File: src/rtl/ripple_count_monitor_pkg.sv
// -----------------------------------------------------------------------------
// ripple_count_monitor_pkg
//   Shared definitions for the ripple-counter monitor slice: default widths,
//   the tracking FSM encoding and a helper that folds the unused encoding
//   back onto SYNC.
// -----------------------------------------------------------------------------
package ripple_count_monitor_pkg;

   localparam int DEFAULT_WIDTH         = 6;
   localparam int DEFAULT_STABLE_CYCLES = 2;
   localparam int DEFAULT_WRAP_W        = 8;

   typedef enum logic [1:0] {
      ST_SYNC  = 2'd0,
      ST_TRACK = 2'd1,
      ST_ERROR = 2'd2
   } state_e;

   // 2'b11 can never be entered; treat it as SYNC so the FSM recovers
   // by reacquiring the count.
   function automatic state_e decode_state(input logic [1:0] raw);
      state_e st;
      case (raw)
         2'd1:    st = ST_TRACK;
         2'd2:    st = ST_ERROR;
         default: st = ST_SYNC;
      endcase
      return st;
   endfunction

endpackage

File: src/rtl/ripple_count_monitor_stable_sampler.sv
// -----------------------------------------------------------------------------
// ripple_count_monitor_stable_sampler
//   Brings the asynchronous ripple-counter output into the clk domain through
//   a 2-flop synchronizer, then only accepts a value once it has sat unchanged
//   in the second stage for STABLE_CYCLES edges. Ripple-settling glitches
//   shorter than that never produce an accept.
//
// Ports
//   clk      in   1      system clock, rising edge
//   reset    in   1      synchronous active-high reset, clears every flop
//   restart  in   1      drop the current stability run so the value that is
//                        present gets accepted again once it re-qualifies
//   q_in     in   WIDTH  raw asynchronous counter value
//   value    out  WIDTH  synchronized value that accompanies accept
//   accept   out  1      one-cycle strobe: value has just qualified as stable
// -----------------------------------------------------------------------------
module ripple_count_monitor_stable_sampler
   import ripple_count_monitor_pkg::*;
#(
   parameter int WIDTH         = DEFAULT_WIDTH,
   parameter int STABLE_CYCLES = DEFAULT_STABLE_CYCLES
) (
   input  logic             clk,
   input  logic             reset,
   input  logic             restart,
   input  logic [WIDTH-1:0] q_in,
   output logic [WIDTH-1:0] value,
   output logic             accept
);

   localparam int RUN_W = (STABLE_CYCLES < 1) ? 1 : $clog2(STABLE_CYCLES + 1);
   localparam logic [RUN_W-1:0] RUN_MAX    = RUN_W'(STABLE_CYCLES);
   localparam logic [RUN_W-1:0] RUN_ACCEPT = RUN_W'(STABLE_CYCLES - 1);

   logic [WIDTH-1:0] sync1_q;
   logic [WIDTH-1:0] sync2_q;
   logic [WIDTH-1:0] prev_q;
   // One bit per pipeline stage; prev_q only means something once all three
   // stages have been loaded from q_in after reset.
   logic [2:0]       fill_q;
   logic [RUN_W-1:0] run_q;
   logic             same;

   assign same   = fill_q[2] && (sync2_q == prev_q);
   assign value  = prev_q;
   // The run counter saturates above RUN_ACCEPT, so a held value yields
   // exactly one accept until the next change or restart.
   assign accept = same && (run_q == RUN_ACCEPT);

   always_ff @(posedge clk) begin
      if (reset) begin
         sync1_q <= '0;
         sync2_q <= '0;
         prev_q  <= '0;
         fill_q  <= '0;
         run_q   <= '0;
      end else begin
         sync1_q <= q_in;
         sync2_q <= sync1_q;
         prev_q  <= sync2_q;
         fill_q  <= {fill_q[1:0], 1'b1};
         if (restart || !same) begin
            run_q <= '0;
         end else if (run_q != RUN_MAX) begin
            run_q <= run_q + RUN_W'(1);
         end
      end
   end

endmodule

File: src/rtl/ripple_count_monitor.sv
// -----------------------------------------------------------------------------
// ripple_count_monitor
//   Synchronous consumer of a 6-bit JK ripple up-counter. Filters the raw
//   count into accepted values and checks that the count only ever advances
//   by +1, flagging wraps, target matches and sequence errors.
//
// Ports
//   clk          in   1       system clock, rising edge
//   reset        in   1       synchronous active-high reset
//   q_in         in   WIDTH   raw ripple-counter output (asynchronous)
//   target       in   WIDTH   compare value for match_pulse
//   clear_err    in   1       leave ERROR and resynchronize (ignored elsewhere)
//   q_stable     out  WIDTH   last accepted count value
//   q_valid      out  1       q_stable was accepted since reset / clear
//   step_pulse   out  1       one cycle: accepted value was previous + 1
//   wrap_pulse   out  1       one cycle: accepted transition max -> 0
//   match_pulse  out  1       one cycle: newly accepted value equals target
//   wrap_count   out  WRAP_W  saturating count of wraps
//   err          out  1       sticky sequence-error flag
//   state        out  2       FSM state (SYNC=0, TRACK=1, ERROR=2)
// -----------------------------------------------------------------------------
module ripple_count_monitor
   import ripple_count_monitor_pkg::*;
#(
   parameter int WIDTH         = DEFAULT_WIDTH,
   parameter int STABLE_CYCLES = DEFAULT_STABLE_CYCLES,
   parameter int WRAP_W        = DEFAULT_WRAP_W
) (
   input  logic              clk,
   input  logic              reset,
   input  logic [WIDTH-1:0]  q_in,
   input  logic [WIDTH-1:0]  target,
   input  logic              clear_err,
   output logic [WIDTH-1:0]  q_stable,
   output logic              q_valid,
   output logic              step_pulse,
   output logic              wrap_pulse,
   output logic              match_pulse,
   output logic [WRAP_W-1:0] wrap_count,
   output logic              err,
   output logic [1:0]        state
);

   logic [WIDTH-1:0] sample_value;
   logic             sample_accept;
   logic             restart;

   ripple_count_monitor_stable_sampler #(
      .WIDTH         (WIDTH),
      .STABLE_CYCLES (STABLE_CYCLES)
   ) u_sampler (
      .clk     (clk),
      .reset   (reset),
      .restart (restart),
      .q_in    (q_in),
      .value   (sample_value),
      .accept  (sample_accept)
   );

   // Registered state and outputs
   state_e            state_q;
   logic [WIDTH-1:0]  q_stable_q;
   logic              q_valid_q;
   logic              step_q;
   logic              wrap_q;
   logic              match_q;
   logic [WRAP_W-1:0] wrap_count_q;
   logic              err_q;

   // Next-state values
   state_e            state_d;
   logic [WIDTH-1:0]  q_stable_d;
   logic              q_valid_d;
   logic              step_d;
   logic              wrap_d;
   logic              match_d;
   logic [WRAP_W-1:0] wrap_count_d;
   logic              err_d;

   state_e            state_cur;
   logic [WIDTH-1:0]  q_inc;
   logic              is_new;
   logic              is_step;
   logic              at_max;

   assign q_inc   = q_stable_q + WIDTH'(1);
   assign is_new  = (sample_value != q_stable_q);
   assign is_step = (sample_value == q_inc);
   assign at_max  = &q_stable_q;

   always_comb begin
      state_cur    = decode_state(state_q);
      state_d      = state_cur;
      q_stable_d   = q_stable_q;
      q_valid_d    = q_valid_q;
      step_d       = 1'b0;
      wrap_d       = 1'b0;
      match_d      = 1'b0;
      wrap_count_d = wrap_count_q;
      err_d        = err_q;
      restart      = 1'b0;

      case (state_cur)
         ST_SYNC: begin
            // First accepted value just seeds the tracker; there is no
            // previous value to compare against, so no pulses.
            if (sample_accept) begin
               q_stable_d = sample_value;
               q_valid_d  = 1'b1;
               state_d    = ST_TRACK;
            end
         end

         ST_TRACK: begin
            if (sample_accept && is_new) begin
               q_stable_d = sample_value;
               match_d    = (sample_value == target);
               if (is_step) begin
                  step_d = 1'b1;
                  if (at_max) begin
                     wrap_d = 1'b1;
                     if (!(&wrap_count_q)) begin
                        wrap_count_d = wrap_count_q + WRAP_W'(1);
                     end
                  end
               end else begin
                  err_d   = 1'b1;
                  state_d = ST_ERROR;
               end
            end
         end

         ST_ERROR: begin
            // clear_err beats a same-edge acceptance: that value is dropped
            // and the sampler re-qualifies whatever is present from scratch.
            if (clear_err) begin
               err_d     = 1'b0;
               q_valid_d = 1'b0;
               state_d   = ST_SYNC;
               restart   = 1'b1;
            end else if (sample_accept) begin
               q_stable_d = sample_value;
            end
         end

         default: begin
            state_d = ST_SYNC;
         end
      endcase
   end

   always_ff @(posedge clk) begin
      if (reset) begin
         state_q      <= ST_SYNC;
         q_stable_q   <= '0;
         q_valid_q    <= 1'b0;
         step_q       <= 1'b0;
         wrap_q       <= 1'b0;
         match_q      <= 1'b0;
         wrap_count_q <= '0;
         err_q        <= 1'b0;
      end else begin
         state_q      <= state_d;
         q_stable_q   <= q_stable_d;
         q_valid_q    <= q_valid_d;
         step_q       <= step_d;
         wrap_q       <= wrap_d;
         match_q      <= match_d;
         wrap_count_q <= wrap_count_d;
         err_q        <= err_d;
      end
   end

   assign q_stable    = q_stable_q;
   assign q_valid     = q_valid_q;
   assign step_pulse  = step_q;
   assign wrap_pulse  = wrap_q;
   assign match_pulse = match_q;
   assign wrap_count  = wrap_count_q;
   assign err         = err_q;
   assign state       = state_q;

endmodule

File: config.mk
export PLATFORM = sky130hd
export DESIGN_NAME = ripple_count_monitor
export DESIGN_NICKNAME = d
export VERILOG_FILES = /design/src/rtl/ripple_count_monitor_pkg.sv /design/src/rtl/ripple_count_monitor_stable_sampler.sv /design/src/rtl/ripple_count_monitor.sv
export SDC_FILE = /design/constraint.sdc
export NUM_CORES = 1
export LEC_CHECK = 0
export CELL_PAD_IN_SITES_DETAIL_PLACEMENT = 1
export CELL_PAD_IN_SITES_GLOBAL_PLACEMENT = 2
export CORE_MARGIN = 8
export CORE_UTILIZATION = 32
export CTS_CLUSTER_DIAMETER = 100
export DETAILED_ROUTE_END_ITERATION = 8
export PLACE_DENSITY_LB_ADDON = 0.1
export SLEW_MARGIN = 15
export SYNTH_ARGS = -nofsm -noshare
export SYNTH_HDL_FRONTEND = slang
export SYNTH_SLANG_ARGS = --single-unit
File: constraint.sdc
create_clock -name clk -period 3.2 [get_ports clk]
set_input_delay 0.64 -clock clk [delete_from_list [all_inputs] [get_ports clk]]
set_output_delay 0.64 -clock clk [all_outputs]
set_load 0.005 [all_outputs]
==> run metrics, run 1 <==
peak supply drop=between 0.0003 and 0.0004 V; Clock Skews=about 0.0098 ns; outcome=complete, no violations; final setup margin=about 0.46 ns; CTS Buf Count=5; area added between synthesis and finish=26.66%; number of flops mapped to enable cells by yosys=0; leading area contributor after synthesis=dfxtp_1; min cycle time layout=roughly 2.7 ns; Seq/Total Area, Yosys=between 40 and 50%; synthesis warning total=0; largest net degree at the start of global routing=24; layout cells sized above 1=7.308%; Syn Area/Cell=about 9.2 µm²; asr flop ratio synth=0%; worst slack at placement=about 0.47 ns; worst min path class=reg2reg; grt ovf=0; htree depth=2; Fmax=364.7 MHz; setup violators final=0; Post-Synthesis Cells=between 200 and 250; crit-path max FO=12; first drt pass iteration count=4; antenna violations before repair=0; total number of vias=between 1500 and 2000; Layout Nets=between 200 and 300; post-CTS resize count=0; PD cells=423.4 nW/µm²; Ant. Diodes=0; Hold Fails Final Rpt=0; Seq cells post-synth=44; Placed Area=approximately 2500 µm²; Vert. Die Dim=about 96 µm; Detailed Place HPWL=~3.8 mm; # hold bufs at CTS=0; Vias/cell=4.935; top cell type's share of synthesized area=a little over two fifths; RSZ-0062 raised after global routing=false; number of cell rows=29; Worst slew margin=between 60% and 70%; Critical Path Source Type=register; I/O pins=36; Starting Density=32.67%; # clock sinks=44; PortBufs=35; DR iter-0 viols=64; largest cells by area after synthesis=dfxtp_1 (43%), xor2_1 (7.7%), nor2b_1 (7.6%); design area=2597 µm²; Netlist cell types=36; GP Congestion=0.7709; worst setup path class=reg2reg; total track usage=between 10% and 20%; WL final=between 4 and 5 mm; top cells by count, synth=dfxtp_1 (44), nor2b_1 (25), nand2_1 (21); top-count cell post-synth=dfxtp_1; die width=96.06 µm; Worst-Skew Late Latency=0.30 ns; Final Max Tran Viols=0; Routed wire per std cell=14.81 µm; Fin Hold WS=0.4438 ns; worst path required time=3.40 ns; R2R cell count=7; Max-cap violations=0; leak pwr=roughly 0.99 nW; Root Driver=clkbuf_8; die area=roughly 9000 µm²; setup_tns=0 ns; Worst-Margin Slew=around 0.48 ns; # Post-CTS Setup Buffers=0; Setup crit end kind=register; Worst-path clk slew=around 0.090 ns; crit share post-route=~86%; vias in the first global route=roughly 1700; Mapped Nets=roughly 250; deepest clock path buffer count=2; Core ar.=6277 µm²; CP arrival=just under 3 ns; DRC=0; mapped cell area=between 2000 and 2500 µm²; CTS tree=done; Synth Flop Type=dfxtp_1; Routed Antenna Nets=0; Worst Hold Depth=1; first-pass GRT wire length=around 8.5 mm
[cell type report]
class	instances	area, µm²
fill	742	3680
multi-input combinational	160	1085
sequential	44	880.8
timing repair buffer	39	380.4
tap	77	96.34
clock buffer	6	82.58
clock inverter	2	38.79
inverter	9	33.78
[through the flow]
stage	power, mW	cells	utilization, %
3_3_place_gp	0.6490	329	39.45
3_5_place_dp	0.6501	329	39.45
5_1_grt	1.146	337	41.38
6_report	1.100	337	41.38
2_1_floorplan	0.6169	224	-
4_1_cts	1.119	337	41.38
[worst max-delay path: stages (launching register included)]
cell and delay, ns:
dfxtp_1 0.49, ha_1 0.28, nand4b_1 0.12, a211oi_1 0.26, o311ai_1 0.20, or4_4 0.65, nor4_1 0.27, mux2_2 0.36
[cell usage in the layout (no fill, tap or decap), drive strengths merged, types with 3 or more instances in the layout]
cell type      count
nand2             21
o41ai              5
clkdlybuf4s50     35
nor2b             25
and3               4
or4                3
nor3               4
or2                4
ha                 7
clkbuf             6
a21oi              5
xnor2              5
o311ai             5
inv                9
mux2i              7
o21ai              5
nor4               5
nor2              10
buf                4
xor2              18
dfxtp             44
nand3              9
[report_power, final]
part	switching [mW]	internal, mW	leakage [nW]	total (mW)
sequential	0.00811	0.559	0.358	0.568
combinational	0.0300	0.0383	0.574	0.0683
clock	0.208	0.256	0.0614	0.464
[registers in the layout, indices dropped and copies added (netlist names)]
name	cells
step_pulse	1
u_sampler.sync2_q	6
q_valid	1
u_sampler.fill_q	3
match_pulse	1
u_sampler.value	6
q_stable	6
u_sampler.run_q	2
state	2
wrap_pulse	1
wrap_count	8
u_sampler.sync1_q	6
err	1
[per-layer routing]
metal	track usage, %	wire (µm)	vias up
li1	-	-	843
met1	15.03	2420	791
met2	19.01	2360	22
met3	2.808	142	7
met4	4.225	67	0
met5	0	0	-
[logic make-up after synthesis]
| group | Yosys count | synth area share (%) |
|---|---|---|
| xor gates and xnor gates | 23 | 9.823 |
| muxes | 9 | 4.515 |
| and+or+nand+nor | 93 | 24.47 |
| DFF | 44 | 42.95 |
| adders and majority gates | 7 | 4.271 |
| AOI/OAI and AO/OA | 28 | 9.822 |
| buffers and inverters | 20 | 4.149 |
[path summary, 6_finish.rpt]
check	startpoint	to	slack [ns]
max reg2reg	q_stable[0]$_SDFFE_PP0P_	wrap_count[5]$_SDFFE_PP0P_	0.46
max	q_stable[0]$_SDFFE_PP0P_	wrap_count[5]$_SDFFE_PP0P_	0.46
min reg2reg	u_sampler.sync1_q[3]$_SDFF_PP0_	u_sampler.sync2_q[3]$_SDFF_PP0_	0.44
min	u_sampler.sync1_q[3]$_SDFF_PP0_	u_sampler.sync2_q[3]$_SDFF_PP0_	0.44
No activity file was read; power rests on OpenSTA's default activity.
==> run 2, diff against run 1 <==
--- a/config.mk
+++ b/config.mk
@@ -7,6 +7,7 @@
 export LEC_CHECK = 0
 export CELL_PAD_IN_SITES_DETAIL_PLACEMENT = 1
 export CELL_PAD_IN_SITES_GLOBAL_PLACEMENT = 2
+export CORE_ASPECT_RATIO = 0.5
 export CORE_MARGIN = 8
 export CORE_UTILIZATION = 32
 export CTS_CLUSTER_DIAMETER = 100
==> run 2 against run 1 <==
  * Utilization up 2.3 points
  * Highest routed layer is now met3
  * Critical path depth is the same
  * Largest cell class unchanged
  * Critical endpoint unchanged
  * Register-to-register slack worse by 0.03 ns
==> run metrics, run 2 (same netlist as run 1, synthesis figures left out) <==
outcome=complete, no violations; Worst-path clk slew=approximately 0.060 ns; fin util=about 44%; CP max-delay cell=or4_4; worst flop-to-flop path endpoint=wrap_count[5]$_SDFFE_PP0P_; Worst-Skew Late Latency=approximately 0.28 ns; Detailed Place HPWL=3.850 mm; post-CTS resize count=0; R2R cell count=7; Vias/cell=about 4.8; worst reg2reg path startpoint=q_stable[1]$_SDFFE_PP0P_; Seq pwr share=45.7%; RSZ-0062 raised after global routing=false; PD cells=464.3 nW/µm²; Ant. Diodes=0; Fmax=360.9 MHz; hold_sp=u_sampler.sync1_q[5]$_SDFF_PP0_; Worst slew margin=69.11%; Worst-Margin Slew=roughly 0.46 ns; DRC=0; # hold bufs at CTS=0; Routed wire per std cell=between 10 and 15 µm; layout cells sized above 1=about 7.7%; leak pwr=about 1.0 nW; clock power share=~49%; # Post-CTS Setup Buffers=0; Vert. Die Dim=about 73 µm; Worst Hold Depth=1; CTS Buf Count=5; Fin Hold WS=0.4353 ns; largest net degree at the start of global routing=26; critical path's largest stage delay=around 0.66 ns; min cycle time layout=approximately 2.8 ns; Layout Nets=roughly 280; die area=around 9400 µm²; setup violators final=0; Core ar.=between 6000 and 7000 µm²; GP Congestion=between 0.7 and 0.8; die width=approximately 130 µm; worst path required time=3.37 ns; total number of vias=about 1700; worst min path class=reg2reg; crit path cell chain=ha_1 -> nand4b_1 -> a211oi_1 -> o311ai_1 -> or4_4 -> nor4_1 -> mux2_2; Final Max Tran Viols=0; deepest clock path buffer count=2; Setup crit end kind=register; Routed Antenna Nets=0; first-pass GRT wire length=between 8 and 9 mm; Hold Fails Final Rpt=0; Comb power frac=5.7%; switching share of total power=roughly a fifth; CTS tree=done; peak supply drop=0.0002345 V; crit-path max FO=12; commonest non-fill, non-tap cell in the layout=dfxtp_1; total track usage=between 10% and 20%; htree depth=2; hold path endpoint=u_sampler.sync2_q[5]$_SDFF_PP0_; power consumption=1.242 mW; Placed Area=2497 µm²; Max-cap violations=0; fill cell count=just over 700; grt ovf=0; I/O pins=36; worst setup path class=reg2reg; design area=2675 µm²; # clock sinks=between 40 and 50; crit share post-route=between 80% and 90%; setup_tns=0 ns; WL final=between 5 and 6 mm; first drt pass iteration count=4; Starting Density=about a third; Internal=about 0.99 mW; Clock Skews=between 0.002 and 0.003 ns; vias in the first global route=approximately 1700; PortBufs=35; CP arrival=around 2.9 ns; commonest cells after routing, fill and taps aside=dfxtp_1 (44), clkdlybuf4s50_1 (35), nor2b_1 (25); area added between synthesis and finish=30.45%; antenna violations before repair=0; number of cell rows=20; max FFs per register=8; sw power=about 0.25 mW; DR iter-0 viols=92; Root Driver=clkbuf_16; Critical Path Source Type=register; flop2flop setup slack=~0.43 ns
-- run 2: changes by cell type in the layout (fill, tap and decap cells not counted), sizes merged --
cell / previous run / this run
buf: 4 / 5
-- run 2: layout make-up --
type / count / area [µm²] / area share (%)
clock buffer: 6 / 138.9 / 5.192
clock inverter: 2 / 38.79 / 1.450
inverter: 9 / 33.78 / 1.263
multi-input combinational: 160 / 1085 / 40.55
sequential: 44 / 880.8 / 32.93
tap: 88 / 110.1 / 4.116
timing repair buffer: 40 / 387.9 / 14.50
-- run 2: worst max-delay path by stage --
stage                                  start                          to  slack, ns  cells past startpoint
finish              q_stable[1]$_SDFFE_PP0P_  wrap_count[5]$_SDFFE_PP0P_       0.43                      7
floorplan           q_stable[1]$_SDFFE_PP0P_  wrap_count[7]$_SDFFE_PP0P_       0.71                      7
global placement    q_stable[1]$_SDFFE_PP0P_  wrap_count[5]$_SDFFE_PP0P_       0.54                      7
global route        q_stable[1]$_SDFFE_PP0P_  wrap_count[5]$_SDFFE_PP0P_       0.20                      7
CTS                 q_stable[1]$_SDFFE_PP0P_  wrap_count[5]$_SDFFE_PP0P_       0.39                      7
detailed placement  q_stable[1]$_SDFFE_PP0P_  wrap_count[5]$_SDFFE_PP0P_       0.43                      7
-- run 2: critical path: cells and delay by family, from the launching register on --
family | cells | cell delay [ns]
flip-flops | 1 | 0.49
multiplexers | 1 | 0.37
AO/OA/AOI/OAI | 2 | 0.44
AND/OR/NAND/NOR | 3 | 1.09
adder cells (fa/ha/maj) | 1 | 0.29
-- run 2: routing by layer --
metal	GRT usage [%]	routed length, µm	up-vias
met5	0	0	-
met1	15.36	2581	791
met4	2.323	0	0
met2	19.32	2304	33
li1	-	-	843
met3	3.717	276	0
-- run 2: power groups by stage --
stage	clock, mW	combinational, mW	sequential [mW]
6_report	0.603	0.0712	0.567
5_1_grt	0.646	0.0802	0.569
4_1_cts	0.620	0.0729	0.568
3_5_place_dp	0	0.0724	0.580
3_3_place_gp	0	0.0706	0.579
2_1_floorplan	0	0.0399	0.577
-- run 2: stage by stage --
stage                     std cells  worst slack, ns
after floorplan                 224           0.7078
after global placement          341           0.5368
after detailed placement        341           0.4272
after CTS                       349           0.3944
after global routing            349           0.1999
final                           349           0.4289
==> run 3, diff against run 2 <==
--- a/config.mk
+++ b/config.mk
@@ -10,9 +10,9 @@
 export CORE_ASPECT_RATIO = 0.5
 export CORE_MARGIN = 8
 export CORE_UTILIZATION = 32
-export CTS_CLUSTER_DIAMETER = 100
+export CTS_CLUSTER_DIAMETER = 40
 export DETAILED_ROUTE_END_ITERATION = 8
-export PLACE_DENSITY_LB_ADDON = 0.1
+export PLACE_DENSITY = 0.81
 export SLEW_MARGIN = 15
 export SYNTH_ARGS = -nofsm -noshare
 export SYNTH_HDL_FRONTEND = slang
==> run 3 against run 2 <==
  * Clock skew barely moved
  * Routed wire length up 4.3%
  * Combinational power shrank 1%
  * Via count up 0.72%
  * First-iteration DRC count decreased by 26%
  * Utilization down 0.12 points
  * Register-to-register slack lost 0.04 ns
  * Power up 1.2%
  * Sequential cell count did not move
  * Sequential share of layout area increased by 0.093 points
  * Global-route usage is 0.17 points higher
  * Largest power group unchanged
==> run metrics, run 3 (same netlist as run 1, synthesis figures left out) <==
DRC=0; Root Driver=clkbuf_16; htree depth=2; worst reg2reg path startpoint=q_stable[0]$_SDFFE_PP0P_; die width=around 130 µm; Worst Hold Depth=1; hold path endpoint=u_sampler.sync2_q[2]$_SDFF_PP0_; WL final=approximately 5.4 mm; commonest cells after routing, fill and taps aside=dfxtp_1 (44), clkdlybuf4s50_1 (35), nor2b_1 (25); CTS Buf Count=5; largest net degree at the start of global routing=25; Max-cap violations=0; outcome=complete, no violations; worst path required time=about 3.4 ns; Seq pwr share=between 40% and 50%; Multi-input gate area=around 1100 µm²; critical path launch point=q_stable[0]$_SDFFE_PP0P_; setup violators final=0; Critical Path Source Type=register; Internal=roughly 0.99 mW; # hold bufs at CTS=0; Detailed Place HPWL=between 3 and 4 mm; number of cell rows=20; area added between synthesis and finish=30.08%; first drt pass iteration count=4; commonest non-fill, non-tap cell in the layout=dfxtp_1; DR iter-0 viols=slightly below 70; Core ar.=6131 µm²; deepest clock path buffer count=2; crit share post-route=87.98%; RSZ-0062 raised after global routing=false; first-pass GRT wire length=8.797 mm; hold_sp=u_sampler.sync1_q[2]$_SDFF_PP0_; PortBufs=35; I/O pins=36; die area=approximately 9400 µm²; post-CTS resize count=0; worst setup path class=reg2reg; power consumption=1.257 mW; PD cells=between 400 and 500 nW/µm²; Fmax=355.2 MHz; worst min path class=reg2reg; peak supply drop=between 0.0002 and 0.00025 V; Vert. Die Dim=72.61 µm; Ant. Diodes=0; leak pwr=1.020 nW; clock power share=about 49%; grt ovf=0; setup_tns=0 ns; # Post-CTS Setup Buffers=0; CP arrival=~3.0 ns; Worst slew margin=between 60 and 70%; Fin Hold WS=0.4358 ns; Final Max Tran Viols=0; switching share of total power=a little over a fifth; Vias/cell=slightly below 5; Worst-Margin Slew=0.5012 ns; # clock sinks=44; Routed Antenna Nets=0; design area=~2700 µm²; crit-path max FO=12; R2R cell count=7; antenna violations before repair=0; CTS tree=done; Setup crit end kind=register; vias in the first global route=approximately 1700; layout cells sized above 1=~7.3%; Routed wire per std cell=about 15 µm; Placed Area=2490 µm²; min cycle time layout=roughly 2.8 ns; Comb power frac=about 5.6%; total number of vias=around 1700; flop2flop setup slack=about 0.38 ns; sw power=about 0.27 mW; Hold Fails Final Rpt=0; Clock Skews=between 0.003 and 0.004 ns; Reg area=just under 900 µm²; total track usage=between 10 and 15%; Layout Nets=281; worst flop-to-flop path endpoint=wrap_count[5]$_SDFFE_PP0P_; max FFs per register=8; fin util=43.51%; Starting Density=roughly 33%; Worst-Skew Late Latency=just under 0.3 ns; Worst-path clk slew=0.06 ns; fill cell count=between 700 and 800; GP Congestion=roughly 0.76
## run 3: changes by cell type in the layout (fill, tap and decap cells not counted)
| cell | before | now |
|---|---|---|
| buf_4 | 5 | 4 |
## run 3: power by group through the flow
stage / Sequential, mW / Clock, mW / Combinational, mW
5_1_grt: 0.570 / 0.655 / 0.0780
3_3_place_gp: 0.580 / 0 / 0.0683
6_report: 0.569 / 0.618 / 0.0702
2_1_floorplan: 0.577 / 0 / 0.0399
3_5_place_dp: 0.581 / 0 / 0.0708
4_1_cts: 0.569 / 0.630 / 0.0714
## run 3: layout make-up
cell class              instances  area share (%)
well taps                      88           4.128
flip-flops and latches         44           33.02
inverters                       9           1.266
clock inverters                 2           1.454
repair buffers                 39           14.26
clock buffers                   6           5.206
multi-input cells             160           40.67
## run 3: per-stage QoR
step | setup WS, ns | cells
after CTS | 0.3985 | 348
after detailed placement | 0.4005 | 340
after global placement | 0.5451 | 340
final | 0.3847 | 348
after floorplan | 0.7078 | 224
after global routing | 0.2835 | 348
## run 3: how the worst max path moves through the flow
stage	slack (ns)	to
global placement	0.55	wrap_count[5]$_SDFFE_PP0P_
CTS	0.40	wrap_count[5]$_SDFFE_PP0P_
finish	0.38	wrap_count[5]$_SDFFE_PP0P_
detailed placement	0.40	wrap_count[5]$_SDFFE_PP0P_
floorplan	0.71	wrap_count[7]$_SDFFE_PP0P_
global route	0.28	wrap_count[7]$_SDFFE_PP0P_
## run 3: layer usage
metal | global-route usage (%) | part of all wire (%)
met2 | 18.98 | 44
met5 | 0 | 0
met4 | 3.871 | 1.2
met3 | 4.738 | 4.8
met1 | 14.95 | 50
## run 3: worst max-delay path: stages (launching register included)
cell,delay (ns)
dfxtp_1,0.47
ha_1,0.29
nand4b_1,0.12
a211oi_1,0.26
o311ai_1,0.21
or4_4,0.66
nor4_1,0.32
mux2_2,0.37
